`config.mk`:
```
export PLATFORM = sky130hd
export DESIGN_NAME = sata_txcrc
export DESIGN_NICKNAME = d
export VERILOG_FILES = /design/src/rtl/sata_txcrc.sv
export SDC_FILE = /design/constraint.sdc
export NUM_CORES = 1
export LEC_CHECK = 0
export CAP_MARGIN = 0
export CORE_UTILIZATION = 33
export CTS_CLUSTER_SIZE = 16
export DETAILED_ROUTE_END_ITERATION = 12
export PLACE_DENSITY = 0.64
export SLEW_MARGIN = 20
export SYNTH_ARGS = -nofsm -noshare
export SYNTH_HDL_FRONTEND = slang
export SYNTH_SLANG_ARGS = --single-unit
```
`constraint.sdc`:
```
create_clock -name i_clk -period 3.8 [get_ports i_clk]
set_clock_uncertainty 0.05 [all_clocks]
set_input_delay 0.76 -clock i_clk [delete_from_list [all_inputs] [get_ports i_clk]]
set_output_delay 0.76 -clock i_clk [all_outputs]
set_load 0.1 [all_outputs]
```
`src/rtl/sata_txcrc.sv`:
```
// sata_txcrc -- SATA transmit CRC stage.
//   Passes each AXI-stream FIS through with one cycle of latency. It computes the
//   SATA CRC32 (poly 0x04C11DB7, MSB first, seeded with CRC_SEED, no final XOR)
//   over every dword of the frame. It then appends the CRC as a trailing dword
//   that carries M_LAST.
//   Backpressure: the output register reloads only when it is empty or
//   M_READY is high. S_READY drops for one cycle per frame while the CRC
//   dword is emitted.
// Ports:
//   i_clk, i_reset_n              clock, async active-low reset
//   S_VALID/S_READY/S_DATA/S_LAST upstream frame dwords (header first)
//   M_VALID/M_READY/M_DATA/M_LAST downstream dwords; M_LAST marks the CRC dword
//   o_err_len                     only with SATA_TXCRC_LENCHK_EN: one-cycle pulse
//                                 when a frame exceeds 2049 dwords
// Optional feature macro: SATA_TXCRC_LENCHK_EN (frame length checker).
module sata_txcrc #(
   parameter logic [31:0] CRC_SEED     = 32'h5232_5032,
   parameter bit          OPT_LOWPOWER = 1'b0
) (
   input  logic        i_clk,
   input  logic        i_reset_n,
   input  logic        S_VALID,
   output logic        S_READY,
   input  logic [31:0] S_DATA,
   input  logic        S_LAST,
   output logic        M_VALID,
   input  logic        M_READY,
   output logic [31:0] M_DATA,
   output logic        M_LAST
`ifdef SATA_TXCRC_LENCHK_EN
   ,
   output logic        o_err_len
`endif
);

   localparam logic [31:0] CRC_POLY = 32'h04C1_1DB7;

   typedef enum logic [0:0] {
      ST_DATA = 1'b0,
      ST_CRC  = 1'b1
   } state_t;

   state_t      state_q, state_d;
   logic [31:0] crc_q, crc_d;
   logic        m_valid_q, m_valid_d;
   logic [31:0] m_data_q, m_data_d;
   logic        m_last_q, m_last_d;
   logic        ovl;
   logic        accept;

   // One dword is folded in one cycle: 32 serial LFSR steps, data bit 31 first.
   function automatic logic [31:0] crc_step(input logic [31:0] crc_in,
                                            input logic [31:0] dat);
      logic [31:0] c;
      logic        fb;
      c = crc_in;
      for (int i = 31; i >= 0; i--) begin
         fb = c[31] ^ dat[i];
         c  = {c[30:0], 1'b0} ^ (fb ? CRC_POLY : 32'h0);
      end
      return c;
   endfunction

   // The output register may take a new value when it is empty or being drained.
   assign ovl     = !m_valid_q || M_READY;
   assign S_READY = ovl && (state_q == ST_DATA);
   assign accept  = S_VALID && S_READY;

   always_comb begin
      state_d   = state_q;
      crc_d     = crc_q;
      m_valid_d = m_valid_q;
      m_data_d  = m_data_q;
      m_last_d  = m_last_q;

      if (ovl) begin
         unique case (state_q)
            ST_DATA: begin
               if (accept) begin
                  m_valid_d = 1'b1;
                  m_data_d  = S_DATA;
                  m_last_d  = 1'b0;
                  crc_d     = crc_step(crc_q, S_DATA);
                  if (S_LAST) begin
                     state_d = ST_CRC;
                  end
               end else begin
                  m_valid_d = 1'b0;
                  if (OPT_LOWPOWER) begin
                     m_data_d = 32'h0;
                     m_last_d = 1'b0;
                  end
               end
            end
            ST_CRC: begin
               // The CRC dword is never folded back into the register.
               m_valid_d = 1'b1;
               m_data_d  = crc_q;
               m_last_d  = 1'b1;
               crc_d     = CRC_SEED;
               state_d   = ST_DATA;
            end
            default: begin
               state_d = ST_DATA;
            end
         endcase
      end
   end

   always_ff @(posedge i_clk or negedge i_reset_n) begin
      if (!i_reset_n) begin
         state_q   <= ST_DATA;
         crc_q     <= CRC_SEED;
         m_valid_q <= 1'b0;
         m_data_q  <= 32'h0;
         m_last_q  <= 1'b0;
      end else begin
         state_q   <= state_d;
         crc_q     <= crc_d;
         m_valid_q <= m_valid_d;
         m_data_q  <= m_data_d;
         m_last_q  <= m_last_d;
      end
   end

   assign M_VALID = m_valid_q;
   assign M_DATA  = m_data_q;
   assign M_LAST  = m_last_q;

`ifdef SATA_TXCRC_LENCHK_EN
   // Length check: a frame is at most a header plus 2048 payload dwords.
   localparam logic [11:0] MAX_DW = 12'd2049;

   logic [11:0] len_cnt_q, len_cnt_d;
   logic        sof_q, sof_d;
   logic        err_len_q, err_len_d;

   always_comb begin
      len_cnt_d = len_cnt_q;
      sof_d     = sof_q;
      err_len_d = 1'b0;
      if (accept) begin
         sof_d = S_LAST;
         if (sof_q) begin
            len_cnt_d = 12'd1;
         end else if (len_cnt_q <= MAX_DW) begin
            // The counter stops one past the limit, so each frame pulses once.
            len_cnt_d = len_cnt_q + 12'd1;
            err_len_d = (len_cnt_q == MAX_DW);
         end
      end
   end

   always_ff @(posedge i_clk or negedge i_reset_n) begin
      if (!i_reset_n) begin
         len_cnt_q <= 12'd0;
         sof_q     <= 1'b1;
         err_len_q <= 1'b0;
      end else begin
         len_cnt_q <= len_cnt_d;
         sof_q     <= sof_d;
         err_len_q <= err_len_d;
      end
   end

   assign o_err_len = err_len_q;
`endif

endmodule

```
==> After elaboration in Yosys (flattened, before gate mapping) <==
Cells that the tools add are included.
{ "totals": {"reg_bits": 67, "latch_bits": 0, "mem_bits_rw": 0, "rom_bits": 0, "input_bits": 37, "output_inout_bits": 35, "memories": 0} }
{ "classes": {"addsub": 0, "n_mul": 0, "div": 0, "n_lt_le_gt_ge": 0, "eq_ne": 1, "n_shift": 0, "mux": 43, "bitwise": 65, "n_reduce_logical": 5} }
{ "ops": {"columns": ["operator", "count"], "rows": [
  ["32-bit by 27-bit bitwise XOR with 32-bit output", 32],
  ["27-bit two-way mux", 32],
  ["32-bit one-hot mux with 2 select lines", 2],
  ["32-bit two-way mux", 2],
  ["1-bit bitwise XOR", 32],
  ["1-bit one-hot mux with 2 select lines", 3],
  ["1-bit two-way mux", 4],
  ["1-bit logical AND", 2],
  ["2-bit != test (second input constant)", 1],
  ["2-bit AND reduction", 1],
  ["1-bit zero test", 1],
  ["1-bit logical OR", 1],
  ["1-bit inverter", 1]
]} }

==> Logic depth before layout (Yosys ltp) <==
Gate-level depths: netlist of run 1.
{ "depth": {"depth_word": 98, "mapped_depth": 10, "ltp_nobuf": 9} }

==> Worst setup path after synthesis of run 1 <==
No wires, ideal clock.
{ "synth_path": {"path_type": "input to register", "from": "input S_DATA[24]", "to": "register crc_q[11]", "arrival_ns": 3.874, "slack_ns": -0.200, "path_stages": 9, "n_path_buf": 0, "cell_sequence": "xnor2_2 -> xnor3_1 -> xnor3_1 -> xnor3_1 -> xnor3_1 -> xor2_1 -> xnor2_1 -> xnor3_1 -> o21ai_1"} }
{ "synth_between": {"elab_chain_cells": 37, "elab_cells_between_ends": 47} }
{ "synth_rtl": {"columns": ["item", "line", "text"], "rows": [
  ["start, declared", "24", "input logic [31:0] S_DATA,"],
  ["1-bit bitwise XOR *", "58", "fb = c[31] ^ dat[i];"],
  ["27-bit two-way mux *", "59", "c = {c[30:0], 1'b0} ^ (fb ? CRC_POLY : 32'h0);"],
  ["32-bit by 27-bit bitwise XOR with 32-bit output * (6 in a row)", "59", null],
  ["1-bit bitwise XOR", "58", null],
  ["27-bit two-way mux", "59", null],
  ["32-bit by 27-bit bitwise XOR with 32-bit output * (6 in a row)", "59", null],
  ["1-bit bitwise XOR", "58", null],
  ["27-bit two-way mux", "59", null],
  ["32-bit by 27-bit bitwise XOR with 32-bit output * (6 in a row)", "59", null],
  ["1-bit bitwise XOR", "58", null],
  ["27-bit two-way mux", "59", null],
  ["32-bit by 27-bit bitwise XOR with 32-bit output * (6 in a row)", "59", null],
  ["1-bit bitwise XOR", "58", null],
  ["27-bit two-way mux", "59", null],
  ["32-bit by 27-bit bitwise XOR with 32-bit output *", "59", null],
  ["32-bit two-way mux *", "79", "if (accept) begin"],
  ["32-bit one-hot mux with 2 select lines *", "77", "unique case (state_q)"],
  ["end signal, assigned", "119", "crc_q <= crc_d;"],
  ["end, declared", "44", "logic [31:0] crc_q, crc_d;"]
]} }
Every way passes the cells marked *; elsewhere a longest branch is shown, timed or not. The select of a mux whose other input is x is not followed.
A chain may end at the register's enable or synchronous reset.

==> Worst setup path in the final report of run 1 <==
{ "layout_path": {"from": "input S_DATA[31]", "to": "register crc_q[9]"} }
{ "layout_between": {"elab_chain_cells": 46, "elab_cells_between_ends": 68} }
{ "layout_rtl": {"columns": ["item", "line"], "rows": [
  ["1-bit bitwise XOR *", "58"],
  ["27-bit two-way mux *", "59"],
  ["32-bit by 27-bit bitwise XOR with 32-bit output * (6 in a row)", "59"],
  ["1-bit bitwise XOR", "58"],
  ["27-bit two-way mux", "59"],
  ["32-bit by 27-bit bitwise XOR with 32-bit output * (6 in a row)", "59"],
  ["1-bit bitwise XOR", "58"],
  ["27-bit two-way mux", "59"],
  ["[14 not listed]", null],
  ["1-bit bitwise XOR", "58"],
  ["27-bit two-way mux", "59"],
  ["32-bit by 27-bit bitwise XOR with 32-bit output * (6 in a row)", "59"],
  ["1-bit bitwise XOR", "58"],
  ["27-bit two-way mux", "59"],
  ["32-bit by 27-bit bitwise XOR with 32-bit output * (2 in a row)", "59"],
  ["32-bit two-way mux *", "79"],
  ["32-bit one-hot mux with 2 select lines *", "77"]
]} }
Marked as above.

==> results.md, run 1 <==
- For this design, the sink count on the clock tree is 67.
- The worst setup path category is in -> reg.
- STA classifies the critical path startpoint as an input pin.
- The number of endpoints with negative hold slack in the final report came to 0.
- Adding up every negative setup slack in the final design gives 0 ns.
- Along the worst path, the maximum fanout reaches 6.
- The met2 wirelength from detailed routing is 10200 µm.
- The basic-gate share of the synthesized area counting and, or, nand and nor cells is 0.0246.
- The count of TritonRoute iterations in the first routing pass is 8.
- The number of antenna violations at the first check in global routing is 1.
- After synthesis, the netlist uses 33 different library cells.
- The cell area reported after detailed placement is 8390 µm².
- The mean area per synthesized cell is 11.6 µm².
- The routed layout has 5088 vias.
- The number of enable flip-flop cells after synthesis is 0.
- The worst setup path is captured at a flip-flop.
- For this design the top-level I/O count stands at 72.
- The sequential cells in the finished layout cover a total of 1690 µm².
- At the pin with the least slew margin, the transition time is 1.07 ns.
- Clock tree synthesis inserted a total of 9 buffers.
- The finished cells cover 9480 µm².
- The global placement routability congestion is 0.927.
- Entering global routing, the biggest net connects 52 pins.
- From synthesis to final layout, the design area changed by 52.6%.
- The standard-cell row count is 49.
- The cell count after synthesis is 537.
- The global-route usage over all layers is 0.214.
- Measured along the y axis, the die boundary spans 139 µm.
- The via count of the first global-routing pass came to 5381.
- Before CTS, the worst setup slack after placement is -0.678 ns.
- The die extent in x is 139 µm.
- The number of max-slew violations in the final report was 0.
- The multi-input logic area is 4870 µm².
- The post-synthesis adder-cell area fraction is 0.
- The complex-gate fraction of the synthesized area came to 0.124.
- For this run the aggregate overflow at the end of global routing stands at 0.
- The share of synthesized flip-flops with an asynchronous set or reset is 1.00.
- The required time of the critical path is 3.95 ns.
- The dominant combinational cell family by area after synthesis is XOR/XNOR gates.
- For this configuration, the core starts out at a cell density of 0.341.
- The wire length of the first global-routing pass is 31300 µm.
- The finished layout holds 1033 standard cells, fillers aside.
- The count of input and output buffers is 71.
- The number of H-tree levels is 3.
- The number of fill cells in the layout is 1568.
- Of all cell types, the one taking the most synthesized area is sky130_fd_sc_hd__dfrtp_1.
- The number of maximum-capacitance constraint violations is 0.
- The post-synthesis sequential element count is 67.
- Of the total synthesized cell area, the portion taken by XOR and XNOR cells is 0.560.
- The class of the tightest hold or removal check is in -> async.
- Clock latency on the worst-skew pair, taken at its later pin, is 0.34 ns.
- The met1 routed wirelength after detailed routing is 9020 µm.
- The final reports fail on design-rule violations.
- The hold buffer count at cts is 0.
- The highest metal layer used by the detailed router is met4.
- After detailed routing, the average wire length per cell comes to 19.8 µm.
- For this run, design rule violations remaining after detail routing come to 14.
- Measured against the total synthesized area, the mux share comes to 0.00161.
- The time the worst path needs with I/O delays and setup is 3.74 ns.
- The commonest register cell after synthesis is sky130_fd_sc_hd__dfrtp_1.
- The clock edge transition at the registers on the reported setup and hold paths is 0.06 ns.
- In this run the standard cell core region covers 18200 µm².
- The share of layout cells above drive strength 1 is 0.416.
- Setup violations remaining at the end of the flow were counted as 0.
- The starting DRC count in detailed routing is 256.
- Of the post-synthesis cell area, the dominant cell type holds 0.225.
- The number of synthesis warnings is 0.
- Counting tap cells, the placed design contains a total of 970 instances.
- The clock root buffer master is sky130_fd_sc_hd__clkbuf_16.
- TritonCTS built the clock tree.
- After synthesis, the cell types taking the most area are sky130_fd_sc_hd__dfrtp_1 (23%), sky130_fd_sc_hd__xnor2_1 (23%), sky130_fd_sc_hd__xnor3_1 (13%).
- The cell area that synthesis handed to floorplanning was 6220 µm².
- The final net count is 835.
- The achievable frequency is 0.268 GHz.
- The overall routed net length is 20500 µm.
- The final cycle utilization of the critical path is 0.983.
- The run finished, with violations left.
- The die covers 19400 µm².
- The headroom to the max-slew limit is 0.282.
- The worst-case setup margin in the final layout is 0.0634 ns.
- The sequential area share after synthesis is 0.272.
- The met3 wire length is 756 µm.
- Data on the critical path arrives at its endpoint at 3.89 ns.
- The placed wire-length estimate is 15900 µm.
- The via density per instance is 4.93.
- The maximum clock path buffer count is 2.
- The number of nets in the synthesized netlist is 574.
- The count of antenna-violating nets left after detailed routing is 0.
[critical path, cell delays in order]
cell and delay, ns:
sky130_fd_sc_hd__buf_2 0.14, sky130_fd_sc_hd__xnor2_4 0.14, sky130_fd_sc_hd__buf_4 0.16, sky130_fd_sc_hd__buf_4 0.15, sky130_fd_sc_hd__xnor2_2 0.15, sky130_fd_sc_hd__xnor3_2 0.48
sky130_fd_sc_hd__buf_8 0.17, sky130_fd_sc_hd__xnor2_4 0.15, sky130_fd_sc_hd__xnor3_2 0.37, sky130_fd_sc_hd__buf_6 0.13, sky130_fd_sc_hd__xnor3_1 0.38, sky130_fd_sc_hd__xnor3_1 0.45
sky130_fd_sc_hd__xor2_1 0.17, sky130_fd_sc_hd__o21ai_1 0.07
[logic make-up after synthesis]
group | Yosys count
DFF | 67
and+or+nand+nor | 36
AOI/OAI and AO/OA | 130
xor gates and xnor gates | 277
muxes | 1
buffers and inverters | 26
[worst paths after layout]
kind | to | cells past startpoint | slack (ns) | from
max in group asynchronous | crc_q[25] | 2 | 2.60 | i_reset_n
worst min register to register | M_LAST | 2 | 0.43 | M_LAST
worst min-delay path | M_LAST | 1 | 0.38 | i_reset_n
worst max-delay path | crc_q[9] | 14 | 0.06 | S_DATA[31]
min in group i_clk | M_LAST | 2 | 0.43 | M_LAST
worst max register to register | crc_q[9] | 13 | 0.12 | crc_q[31]
[cell usage in the layout, fill, tap and decap left out, types with 2 or more instances in the layout]
cell                              count
sky130_fd_sc_hd__clkinv_4             3
sky130_fd_sc_hd__dlygate4sd2_1        5
sky130_fd_sc_hd__clkdlybuf4s50_1     52
sky130_fd_sc_hd__xor2_1              25
sky130_fd_sc_hd__xor2_2              13
sky130_fd_sc_hd__xnor3_2             21
sky130_fd_sc_hd__o21ai_0              5
sky130_fd_sc_hd__o22ai_1             64
sky130_fd_sc_hd__clkbuf_16            9
sky130_fd_sc_hd__buf_4              192
sky130_fd_sc_hd__xnor2_1            133
sky130_fd_sc_hd__xnor3_1             25
sky130_fd_sc_hd__xor3_1               3
sky130_fd_sc_hd__buf_2                2
sky130_fd_sc_hd__xnor2_2             32
sky130_fd_sc_hd__xor2_4               4
sky130_fd_sc_hd__and2_1               2
sky130_fd_sc_hd__dfrtp_1             56
sky130_fd_sc_hd__nor2b_1              2
sky130_fd_sc_hd__o21ai_1              9
sky130_fd_sc_hd__buf_6                9
sky130_fd_sc_hd__a21oi_1             42
sky130_fd_sc_hd__dlymetal6s2s_1       3
sky130_fd_sc_hd__a22o_1               7
sky130_fd_sc_hd__xnor2_4             20
sky130_fd_sc_hd__nand2_1             21
sky130_fd_sc_hd__bufinv_16            2
sky130_fd_sc_hd__buf_12               4
sky130_fd_sc_hd__clkbuf_2             5
sky130_fd_sc_hd__dfstp_2             11
sky130_fd_sc_hd__nor2_1               8
[through the flow]
step	hold WS, ns	utilization
after global routing	0.431	0.521
after global placement	0.413	0.461
after CTS	0.429	0.498
after detailed placement	0.414	0.461
after floorplan	0.414	-
final	0.383	0.521
[final cells by class]
| cell class | instances | share of cell area |
|---|---|---|
| repair buffers | 275 | 0.242 |
| multi-input cells | 444 | 0.513 |
| clock inverters | 6 | 0.0103 |
| flip-flops and latches | 67 | 0.178 |
| diodes | 1 | 0.000264 |
| clock buffers | 10 | 0.0252 |
| inverters | 1 | 0.000396 |
| well taps | 229 | 0.0302 |
[registers in the layout, indices dropped and copies added, names as in the netlist]
register	count
M_LAST	1
M_VALID	1
crc_q	32
M_DATA	32
state_q	1
[what timing repair did]
item                                    4_1_cts  5_1_grt
gates resized for setup                      57       47
buffers inserted                             19       27
endpoints found under the setup margin       30       24
pin swaps                                    24       44
[cells in the mapped netlist (all sizes together), types with 2 or more instances]
cell	count
dfstp	11
o21ai	14
nand2	21
clkbuf	19
dfrtp	56
buf	5
a21oi	42
xor2	42
xnor2	185
xor3	4
xnor3	46
nor2	8
a22o	8
o22ai	64
and2	2
nor2b	2
[metal layers]
metal / vias up / track usage
met5: - / 0
met4: 0 / 0.0602
met1: 2533 / 0.278
li1: 2375 / -
met3: 36 / 0.0368
met2: 144 / 0.365
Power of run 1 is left out: the tool's default activity adds up to more than one toggle a clock period on the data nets, which glitch-free logic cannot reach.
==> inputs of run 2 (changes only) <==
--- a/config.mk
+++ b/config.mk
@@ -5,7 +5,7 @@
 export SDC_FILE = /design/constraint.sdc
 export NUM_CORES = 1
 export LEC_CHECK = 0
-export CAP_MARGIN = 0
+export CORE_MARGIN = 4
 export CORE_UTILIZATION = 33
 export CTS_CLUSTER_SIZE = 16
 export DETAILED_ROUTE_END_ITERATION = 12
==> run 2 against run 1 <==
The flow now finishes without violations. Die area increased by 8.8%. Sequential share of layout area decreased by 0.67 points. First-iteration DRC count grew 9.4%. Wire length grew 3.5%. Non-clock buffer count grew 23. Register-to-register slack worse by 0.08 ns. Worst hold slack improved by 0.053 ns. Cell count increased by 2.1%. Fmax down 1.4%.
==> results.md, run 2 (synthesized netlist as in run 1, its figures left out) <==
- The first global-routing pass estimated 31900 µm of wire.
- For this run, the top clock speed supported by timing is 0.264 GHz.
- The top fanout value on the critical path is 3.
- The number of endpoints with negative hold slack in the final report is 0.
- The number of max-slew violations in the final report is 0.
- After floorplanning, the core was sized to cover 18300 µm².
- Measured against its own limit, the worst slew margin works out to 0.332.
- In the global route stage, overall resource usage came out at 0.194.
- In this design, the largest share of critical-path delay is due to XOR/XNOR gates.
- The later pin in the worst-skew pair is clocked with a latency of 0.34 ns.
- The flow ran to the end, and the final reports show no timing, DRC or antenna violations.
- The number of remaining DRC errors is 0.
- The critical path arrival is 4.00 ns.
- For this configuration, the core starts out at a cell density of 0.340.
- The number of H-tree levels is 3.
- In this run the tool buffered the top-level ports with 71 buffer cells.
- The startpoint of the lowest-slack hold path is M_DATA[31].
- The final setup violation count is 0.
- The required time of the critical path is 4.01 ns.
- STA classifies the critical path endpoint as a flip-flop.
- The tree is rooted in a sky130_fd_sc_hd__clkbuf_16.
- The count of TritonRoute iterations in the first routing pass is 4.
- Measured along the x axis, the die boundary spans 145 µm.
- In the layout the commonest cells are sky130_fd_sc_hd__buf_4 (208), sky130_fd_sc_hd__xnor2_1 (123), sky130_fd_sc_hd__o22ai_1 (64).
- The combined buffer and inverter count along the critical path is 6.
- After global routing the overflow that remains totals 0.
- The class of the tightest hold or removal check is reg -> reg.
- The starting DRC count in detailed routing is 280.
- Dividing the detail-routed via count by the number of cells gives 4.91.
- The worst hold path passes through 2 cells.
- The via count of the first global-routing pass is 5368.
- CTS saw 67 sinks.
- The internal reg-to-reg setup slack is 0.04 ns.
- The overall routed net length is 21200 µm.
- In the final layout, the share of cells above drive strength 1 is 0.444.
- From synthesis to final layout, the design area changed by 58.5%.
- Routability-driven placement finished with a final weighted congestion of 0.899.
- The detailed router placed 5176 vias in this run.
- The detail route stage leaves a number of antenna-violating nets equal to 0.
- The overall die height is 145 µm.
- The standard-cell row count is 49.
- The worst min-delay path endpoint is M_DATA[31].
- STA classifies the critical path startpoint as an input pin.
- The most frequent standard cell in the layout excluding fill and tap cells is sky130_fd_sc_hd__buf_4.
- The number of antenna cells inserted is 0.
- Setup repair after global routing could not meet its margin everywhere.
- Counting the buffers created by CTS gives 9.
- The worst setup path category is in -> reg.
- Fill cells in the final layout number 1523.
- The most frequent cell on the critical path is sky130_fd_sc_hd__buf_4.
- The tool flagged a number of max-cap violations equal to 0.
- The average detailed-routed wire length per instance is 20.1 µm.
- The hold buffer count at cts is 0.
- The actual slew at the worst max-slew pin is 0.999 ns.
- The end of the worst register-to-register path is crc_q[11].
- The die covers 21100 µm².
- The HPWL after detailed placement is 16000 µm.
- The clock edge transition at the registers on the reported setup and hold paths is 0.06 ns.
- The highest cell delay on the worst timing path is 0.45 ns.
- Of the available clock period, the critical path in the final layout requires 0.998.
- The final net count is 858.
- The worst hold-check slack is 0.436 ns.
- The time the worst path needs with I/O delays and setup is 3.79 ns.
- The number of antenna violations at the first check in global routing is 1.
- The worst register-to-register path has a depth of 13.
- Walking the worst path, the cells encountered are buf_2, xnor2_4, buf_4, buf_4, buf_4, xor2_4, buf_4, xnor2_2, xnor3_1, xnor3_2, buf_4, xnor3_2, xnor3_1, o21ai_1.
- The TritonCTS clock tree is done.
- For this design, the slowest cell found on the critical path is sky130_fd_sc_hd__xnor3_1.
- The largest net degree at the start of global routing is 42.
- Counting along the longest clock path gives a buffer depth of 2.
- 72 I/O pins were placed.
- In this run the critical register-to-register path is launched from crc_q[27].
run 2: cell count changes in the layout (fill, tap and decap cells not counted), moves of 3 or more:
| cell | change |
|---|---|
| sky130_fd_sc_hd__buf_4 | +16 |
| sky130_fd_sc_hd__xnor2_1 | -10 |
| sky130_fd_sc_hd__xnor2_4 | +8 |
| sky130_fd_sc_hd__buf_6 | +6 |
| sky130_fd_sc_hd__xor2_2 | -6 |
| sky130_fd_sc_hd__buf_2 | +5 |
| sky130_fd_sc_hd__clkbuf_2 | -4 |
| sky130_fd_sc_hd__xor2_4 | +4 |
| sky130_fd_sc_hd__clkdlybuf4s15_2 | +3 |
| sky130_fd_sc_hd__dlygate4sd2_1 | -3 |
run 2: area by class of cell:
type                       count  area, µm²  area share
clock buffer                   9        225      0.0229
inverter                       1       3.75    0.000381
timing repair buffer         298       2510       0.255
tap                          229        287      0.0291
sequential                    67       1690       0.172
clock inverter                 7       75.1     0.00762
multi-input combinational    444       5060       0.514
run 2: how the worst max path moves through the flow:
stage          cells past startpoint  slack (ns)        end       start
2_1_floorplan                      9       -0.04  crc_q[11]  S_DATA[30]
3_3_place_gp                      11       -0.68  crc_q[13]  S_DATA[26]
3_5_place_dp                      13       -0.71  crc_q[20]  S_DATA[30]
4_1_cts                           13       -0.05  crc_q[20]  S_DATA[12]
5_1_grt                           13       -0.05  crc_q[11]  S_DATA[22]
6_report                          14       0.009  crc_q[11]  S_DATA[27]
run 2: tightest hold or removal path, delay by kind of cell, from the launching register on:
kind               cells  cell delay, ns
and+or+nand+nor        1            0.05
AOI/OAI and AO/OA      1            0.06
DFF                    1            0.35
run 2: metrics by stage:
step	cell area (µm²)	setup WS, ns	std cells	TNS (ns)	util
after floorplan	6280	-0.0435	537	-0.0451	-
after global placement	8410	-0.684	971	-17.01	0.460
after detailed placement	8410	-0.708	971	-17.81	0.460
after CTS	9390	-0.0509	1027	-0.117	0.514
after global routing	9850	-0.0491	1055	-0.227	0.539
final	9850	0.00936	1055	0	0.539
run 2: what timing repair did:
action                                 in CTS  in global routing
cloned                                      0                  0
setup endpoints to repair                  30                 20
endpoints found under the hold margin       0                  0
setup buffers                              43                 29
gates resized for setup                    95                 44
pin swaps                                  52                 38
run 2: routing by layer:
metal	global-route usage	up-vias	routed length (µm)
li1	-	2431	-
met1	0.253	2573	8950
met2	0.334	144	10800
met3	0.0449	26	1080
met4	0.0347	2	348
met5	0	-	13
Power of run 2 is left out for the same reason.
==> inputs of run 3 (changes only) <==
--- a/config.mk
+++ b/config.mk
@@ -10,6 +10,7 @@
 export CTS_CLUSTER_SIZE = 16
 export DETAILED_ROUTE_END_ITERATION = 12
 export PLACE_DENSITY = 0.64
+export SKIP_LAST_GASP = 1
 export SLEW_MARGIN = 20
 export SYNTH_ARGS = -nofsm -noshare
 export SYNTH_HDL_FRONTEND = slang
==> run 3 against run 2 <==
First-iteration DRC count decreased by 0.36%. Final area about the same. Fmax is 0.21% lower. Largest cell class unchanged. Critical endpoint unchanged.
==> results.md, run 3 (synthesized netlist as in run 1, its figures left out) <==
- Dividing the detail-routed via count by the number of cells gives 4.94.
- The clock edge transition at the registers on the reported setup and hold paths is 0.06 ns.
- The starting DRC count in detailed routing is 279.
- The placed wire-length estimate is 16000 µm.
- The worst hold path passes through 2 cells.
- The maximum clock path buffer count is 2.
- Setup repair after global routing could not meet its margin everywhere.
- The sum of negative setup slack is 0 ns.
- The number of antenna violations at the first check in global routing was 1.
- The endpoint class of the critical path is a flip-flop.
- After detailed placement, the total cell area comes to 8410 µm².
- The worst min-delay path endpoint is M_DATA[31].
- The number of H-tree levels is 3.
- The library cells used most frequently in the layout, excluding fill and tap cells, are sky130_fd_sc_hd__buf_4 (208), sky130_fd_sc_hd__xnor2_1 (124), sky130_fd_sc_hd__o22ai_1 (64).
- The clock root buffer master is sky130_fd_sc_hd__clkbuf_16.
- The internal reg-to-reg setup slack is 0.04 ns.
- The number of antenna cells inserted is 0.
- Once routing completed, OpenROAD measured the worst setup slack at 0.00155 ns.
- In this run the critical register-to-register path is launched from crc_q[27].
- The number of max-slew violations in the final report came to 0.
- The standard-cell row count is 49.
- The largest net degree at the start of global routing is 42.
- In this run the most critical hold path is launched from M_DATA[31].
- TritonCTS built the clock tree.
- The sort of element at the start of the critical path is an input pin.
- During I/O placement, the number of pins put on the boundary was 72.
- The synthesis-to-finish area growth is 58.4%.
- The run finished with clean final reports.
- The share of the core filled with cells in the final layout is 0.539.
- Counting every sink on the clock net gives 67.
- The final setup violation count is 0.
- The overall routed net length is 21200 µm.
- The global placement routability congestion is 0.899.
- Measured in cells, the most critical reg-to-reg path has a length of 13.
- The class of the tightest hold or removal check is reg -> reg.
- The die is 145 µm wide.
- The finished cells cover 9840 µm².
- The end of the worst register-to-register path is crc_q[11].
- STA puts the critical path data required time at 4.01 ns.
- The share of layout cells above drive strength 1 is 0.443.
- The detail route stage leaves a number of antenna-violating nets equal to 0.
- The worst pin sits at a relative slew slack of 0.330.
- The final cycle utilization of the critical path is 1.00.
- The actual slew at the worst max-slew pin is 0.999 ns.
- The number of endpoints with negative hold slack in the final report is 0.
- The count of TritonRoute iterations in the first routing pass is 5.
- The clock latency of the later-clocked register in the worst-skew pair is 0.34 ns.
- The top fanout value on the critical path is 3.
- Measured along the y axis, the die boundary spans 145 µm.
- The final net count is 858.
- The number of CTS-inserted buffers is 9.
- The number of remaining DRC errors is 0.
- The most frequent standard cell in the layout excluding fill and tap cells is sky130_fd_sc_hd__buf_4.
- The via count of the first global-routing pass was 5368.
- The core area is 18300 µm².
- The count of input and output buffers is 71.
- The final route contains 5211 vias.
- The critical path arrival is 4.00 ns.
- The achievable frequency is 0.263 GHz.
- In the global route stage, overall resource usage came out at 0.194.
- Global routing finished with a remaining overflow of 0.
- The floorplan step defined a die boundary enclosing 21100 µm².
- The number of maximum-capacitance constraint violations is 0.
- The worst path needs 3.80 ns of the cycle, external delays included.
- The worst setup path category is in -> reg.
- The hold buffer count at cts is 0.
- OpenSTA, run right after detailed placement, puts the worst setup slack at -0.708 ns.
- The first global-routing pass estimated 31900 µm of wire.
- The average detailed-routed wire length per instance is 20.1 µm.
- The initial standard-cell utilization of the core is 0.340.
run 3: cell types whose count changed in the layout (fill, tap and decap cells not counted):
cell	previous run	this run
sky130_fd_sc_hd__xnor2_1	123	124
sky130_fd_sc_hd__xnor2_2	34	33
run 3: per-stage QoR:
stage / instances / hold slack, ns
after floorplan: 537 / 0.414
after global placement: 971 / 0.415
after detailed placement: 971 / 0.426
after CTS: 1027 / 0.439
after global routing: 1055 / 0.490
final: 1055 / 0.436
run 3: layout make-up:
type | instances | area, µm²
fill | 1525 | 8430
multi-input combinational | 444 | 5050
timing repair buffer | 298 | 2510
sequential | 67 | 1690
tap | 229 | 287
clock buffer | 9 | 225
clock inverter | 7 | 75.1
inverter | 1 | 3.75
run 3: worst max-delay path by stage:
stage,from,to
finish,S_DATA[27],crc_q[11]
global route,S_DATA[22],crc_q[11]
CTS,S_DATA[12],crc_q[20]
detailed placement,S_DATA[30],crc_q[20]
global placement,S_DATA[26],crc_q[13]
floorplan,S_DATA[30],crc_q[11]
run 3: layer usage:
layer / up-vias / GRT usage / wire length [µm]
met5: - / 0 / 13
met4: 2 / 0.0347 / 379
met3: 28 / 0.0449 / 1040
met2: 141 / 0.334 / 10800
met1: 2611 / 0.253 / 8940
li1: 2429 / - / -
run 3: critical path, stage by stage:
cell and delay (ns):
sky130_fd_sc_hd__buf_2 0.14, sky130_fd_sc_hd__xnor2_4 0.15, sky130_fd_sc_hd__buf_4 0.16, sky130_fd_sc_hd__buf_4 0.13, sky130_fd_sc_hd__buf_4 0.15, sky130_fd_sc_hd__xor2_4 0.20
sky130_fd_sc_hd__buf_4 0.15, sky130_fd_sc_hd__xnor2_2 0.22, sky130_fd_sc_hd__xnor3_1 0.45, sky130_fd_sc_hd__xnor3_2 0.45, sky130_fd_sc_hd__buf_4 0.13, sky130_fd_sc_hd__xnor3_2 0.44
sky130_fd_sc_hd__xnor3_1 0.36, sky130_fd_sc_hd__o21ai_1 0.12
run 3: timing repair:
item                       4_1_cts  5_1_grt
gates cloned                     0        0
resized for setup               95       43
buffers inserted                43       29
pin swaps                       52       38
setup endpoints to repair       30       20
Power of run 3 is left out for the same reason.
